$ cat src/rtl/upe_unsign32.sv
// Sequential sign/magnitude extractor: splits a two's-complement word (one 32-bit lane or two
// 16-bit lanes) into magnitude and sign, negating CHUNK bits per cycle through a registered carry.
module upe_unsign32 #(
  parameter int unsigned CHUNK = 8
) (
  input  logic        clk,
  input  logic        rst_n,
  input  logic        in_valid,
  output logic        in_ready,
  input  logic [31:0] In,
  input  logic        split,
  output logic        out_valid,
  input  logic        out_ready,
  output logic [31:0] Out,
  output logic        sign1,
  output logic        sign2
);

  localparam int unsigned N    = 32 / CHUNK;
  localparam int unsigned CntW = (N > 1) ? $clog2(N) : 1;
  localparam int unsigned Half = N / 2;

  typedef enum logic [1:0] {StIdle, StBusy, StDone} state_e;

  state_e            state_q, state_d;
  logic [31:0]       op_q, op_d;
  logic [31:0]       out_q, out_d;
  logic              split_q, split_d;
  logic              sign1_q, sign1_d;
  logic              sign2_q, sign2_d;
  logic              carry_q, carry_d;
  logic [CntW-1:0]   cnt_q, cnt_d;

  logic              lane_sign;
  logic              carry_in;
  logic [CHUNK:0]    sum;

  always_ff @(posedge clk or negedge rst_n) begin
    if (!rst_n) begin
      state_q <= StIdle;
      op_q    <= '0;
      out_q   <= '0;
      split_q <= 1'b0;
      sign1_q <= 1'b0;
      sign2_q <= 1'b0;
      carry_q <= 1'b0;
      cnt_q   <= '0;
    end else begin
      state_q <= state_d;
      op_q    <= op_d;
      out_q   <= out_d;
      split_q <= split_d;
      sign1_q <= sign1_d;
      sign2_q <= sign2_d;
      carry_q <= carry_d;
      cnt_q   <= cnt_d;
    end
  end

  // Chunk cnt sits at op_q[CHUNK-1:0]: the operand is shifted right as chunks are consumed.
  always_comb begin
    lane_sign = (cnt_q >= CntW'(Half)) ? sign1_q : (split_q ? sign2_q : sign1_q);
    // In split mode the upper lane starts its own negation instead of taking the low carry.
    carry_in  = (split_q && (cnt_q == CntW'(Half))) ? sign1_q : carry_q;
    sum       = {1'b0, op_q[CHUNK-1:0] ^ {CHUNK{lane_sign}}} + {{CHUNK{1'b0}}, carry_in};
  end

  always_comb begin
    state_d = state_q;
    op_d    = op_q;
    out_d   = out_q;
    split_d = split_q;
    sign1_d = sign1_q;
    sign2_d = sign2_q;
    carry_d = carry_q;
    cnt_d   = cnt_q;

    unique case (state_q)
      StIdle: begin
        if (in_valid) begin
          op_d    = In;
          split_d = split;
          sign1_d = In[31];
          sign2_d = split & In[15];
          carry_d = split ? In[15] : In[31];
          cnt_d   = '0;
          state_d = StBusy;
        end
      end
      StBusy: begin
        op_d    = op_q >> CHUNK;
        // Result chunks enter from the top so that after N shifts chunk 0 lands at bit 0.
        out_d   = {sum[CHUNK-1:0], out_q[31:CHUNK]};
        carry_d = sum[CHUNK];
        cnt_d   = cnt_q + CntW'(1);
        if (cnt_q == CntW'(N - 1)) begin
          state_d = StDone;
        end
      end
      StDone: begin
        if (out_ready) begin
          state_d = StIdle;
        end
      end
      default: state_d = StIdle;
    endcase
  end

  assign in_ready  = (state_q == StIdle);
  assign out_valid = (state_q == StDone);
  assign Out       = out_q;
  assign sign1     = sign1_q;
  assign sign2     = sign2_q;

endmodule

$ cat config.mk
export PLATFORM = sky130hd
export DESIGN_NAME = upe_unsign32
export DESIGN_NICKNAME = d
export VERILOG_FILES = /design/src/rtl/upe_unsign32.sv
export SDC_FILE = /design/constraint.sdc
export NUM_CORES = 1
export LEC_CHECK = 0
export CELL_PAD_IN_SITES_DETAIL_PLACEMENT = 1
export CELL_PAD_IN_SITES_GLOBAL_PLACEMENT = 2
export CORE_ASPECT_RATIO = 1.2
export CORE_MARGIN = 2
export CORE_UTILIZATION = 29
export CTS_CLUSTER_DIAMETER = 40
export DETAILED_ROUTE_END_ITERATION = 12
export PLACE_DENSITY = 0.78
export SLEW_MARGIN = 20
export SYNTH_ARGS = -nofsm -noshare
export SYNTH_HDL_FRONTEND = slang
export SYNTH_SLANG_ARGS = --single-unit
$ cat constraint.sdc
create_clock -name clk -period 3.77 [get_ports clk]
set_input_delay 0.5655 -clock clk [delete_from_list [all_inputs] [get_ports clk]]
set_output_delay 0.5655 -clock clk [all_outputs]
set_load 0.05 [all_outputs]
==> reports/qor.txt <==
Status - finished, final reports clean
Worst vdd ir - 0.383 mV
Overall Global Routing Usage - 14.1%
Critical path, cell by cell - ha_1 -> nor3b_4 -> mux2i_2 -> xnor2_1 -> ha_1 -> ha_1 -> nand2b_1 -> nor3_1 -> nor4_1 -> a21oi_1 -> o311ai_0
GR peak layer - met2
Mapped cell area - 0.00326 mm²
Highest-delay cell along the critical path - mux2i_2
Max_cap viols - 0
Pwr/cell area - 1080 mW/mm²
Post-synth EDFFs - 0
Pre-CTS WS - 569 ps
CTS resizes - 0
DP HPWL - 5.22 mm
Leak - 1.99 nW
Post-CTS Setup Repair Bufs - 0
Clock sink count - 72
Clk buf depth - 2
Actual slew at the worst max-slew pin - 1020 ps
Final Critical Period - 3200 ps
Critical path startpoint category - register
Ant. Diodes - 0
Top cells by count, synth - nand2_1 (158), dfrtp_1 (72), a31oi_1 (26)
CTS root buf - clkbuf_16
Pin count of the biggest net entering global routing - 102
Asr flop ratio synth - 100%
Final hold vios - 0
Boundary Pins - 73
Core ar. - 0.0110 mm²
Final TNS setup - 0 ps
Clock slew at reported path FFs - 50 ps
GP Congestion - 0.760
Most area-consuming cells after synthesis - dfrtp_1 (55%), nand2_1 (18%), a31oi_1 (5.0%)
First-pass GRT wire length - 13.5 mm
Net count, final - 480
Syn_area_per_cell - 8.61 µm²
# DRC - 0
Yosys warning count - 0
Clk_skew - 5.20 ps
Global-route track usage on met1 - 18.7%
H-tree levels - 3
Grt met2 use - 22.1%
Seq/Total Area, Yosys - 55.3%
Area leader, netlist - dfrtp_1
FILL cells - 1273
CTS tree - built
Mapped Nets - 419
Final period utilization - 85.0%
Number of port buffers - 72
Cell variety after synth - 34
Initial DRC count - 178
Syn Inst Count - 378
Critical Path RT - 3930 ps
DR vias/cell - 4.80
Area Growth Syn to Fin - 35.0%
Relative slew slack - 31.8%
Die area - 0.0121 mm²
Crit path DAT - 3360 ps
Most used cell, CP - ha_1
Final-report setup violation count - 0
Die Ht - 120 µm
Final slew viol count - 0
Vias in the first global route - 2789
GR Util met3 - 2.21%
Layout cells sized above 1 - 5.86%
Fmax - 312 MHz
Total CTS buffers - 9
Count leader, synth - nand2_1
Initial antenna violation count - 0
Main synth FF type - dfrtp_1
Critical Path End Type - register
Clk Latency, worst-skew pair - 340 ps
Area of the multi-input gates - 0.00137 mm²
WL final - 7.95 mm
Initial Util - 29.6%
Antenna viol nets, final - 0
Register area - 0.00180 mm²
Number of synthesized register bits - 72
WP buf/inv - 0
Hold-fix buffers, CTS - 0
Total number of vias - 2765
Kind of critical path - reg2reg
Critical-path maximum fanout - 8
Total grt overflow - 0
Final setup margin - 566 ps
DR WL/cell - 13.8 µm
CP top delay family - simple AND/OR/NAND/NOR gates
# rows - 42
DIE WIDTH - 101 µm
Synth top area share - 55.3%
1st-pass router iterations - 4
RSZ-0062 raised after global routing - false
CP max stage delay - 540 ps
Hold crit path type - in2async
metrics by stage:
stage	std cells	util [%]	power, mW	area (µm²)	hold slack [ps]
floorplan	378	-	3.13	3260	270
global placement	560	37.1	3.81	4070	456
detailed placement	560	37.1	3.89	4070	466
CTS	576	40.0	4.82	4390	419
global route	576	40.0	5.12	4400	461
finish	576	40.0	4.73	4400	378
worst register-to-register path, cell delays in order, from the launching register on:
cell,delay (ps)
dfrtp_1,440
ha_1,260
nor3b_4,310
mux2i_2,540
xnor2_1,180
ha_1,220
ha_1,250
nand2b_1,120
nor3_1,320
nor4_1,80
a21oi_1,160
o311ai_0,160
where the power goes:
part	leakage [nW]	internal, mW	switching, mW
logic	0.944	0.822	1.54
registers	0.888	1.16	0.312
clock network	0.159	0.584	0.317
final timing paths:
path                          start  slack, ps  depth (start not counted)       end
max in group asynchronous     rst_n       2800                          1  op_q[19]
setup reg to reg           cnt_q[1]        570                         11   Out[30]
hold / removal                rst_n        380                          1    Out[7]
hold reg to reg              Out[2]        470                          2    Out[2]
min in group clk             Out[2]        470                          2    Out[2]
setup / recovery           cnt_q[1]        570                         11   Out[30]
state kept, by name, indices dropped and copies added, names as in the netlist:
name     cells
Out         32
carry_q      1
cnt_q        2
op_q        32
sign1        1
sign2        1
split_q      1
state_q      2
final cells by class:
type,instances,area share (%)
sequential,72,41.0
multi-input combinational,279,31.1
timing repair buffer,74,16.7
clock buffer,14,6.46
tap,132,3.76
clock inverter,2,0.797
inverter,3,0.256
layout by cell type (no fill, tap or decap), types with 2 or more instances in the layout:
cell type        count
a22oi_1              2
a31oi_1             26
and4_1               2
buf_4                3
clkbuf_16            9
clkbuf_8             4
clkdlybuf4s50_1     71
dfrtp_1             72
ha_1                 4
inv_1                3
mux2_2               2
nand2_1            157
nand2b_1             3
nand3_1              7
nor2_1              25
nor3_1               3
nor4_1               2
o21ai_0             19
xnor2_1              7
per-layer routing:
metal  vias to the layer above  routed length (µm)
met2                        72                3700
met5                         -                   0
met3                        13                 287
li1                       1364                   -
met1                      1316                3780
met4                         0                 185
kinds of logic after synthesis:
group,after synthesis,share of synthesized area [%]
simple gates,209,26.4
flops,72,55.3
compound gates,55,10.3
buf+inv,27,3.11
xor+xnor,7,1.88
mux,4,1.42
fa+ha+maj,4,1.54
No activity file was read; power rests on OpenSTA's default activity.
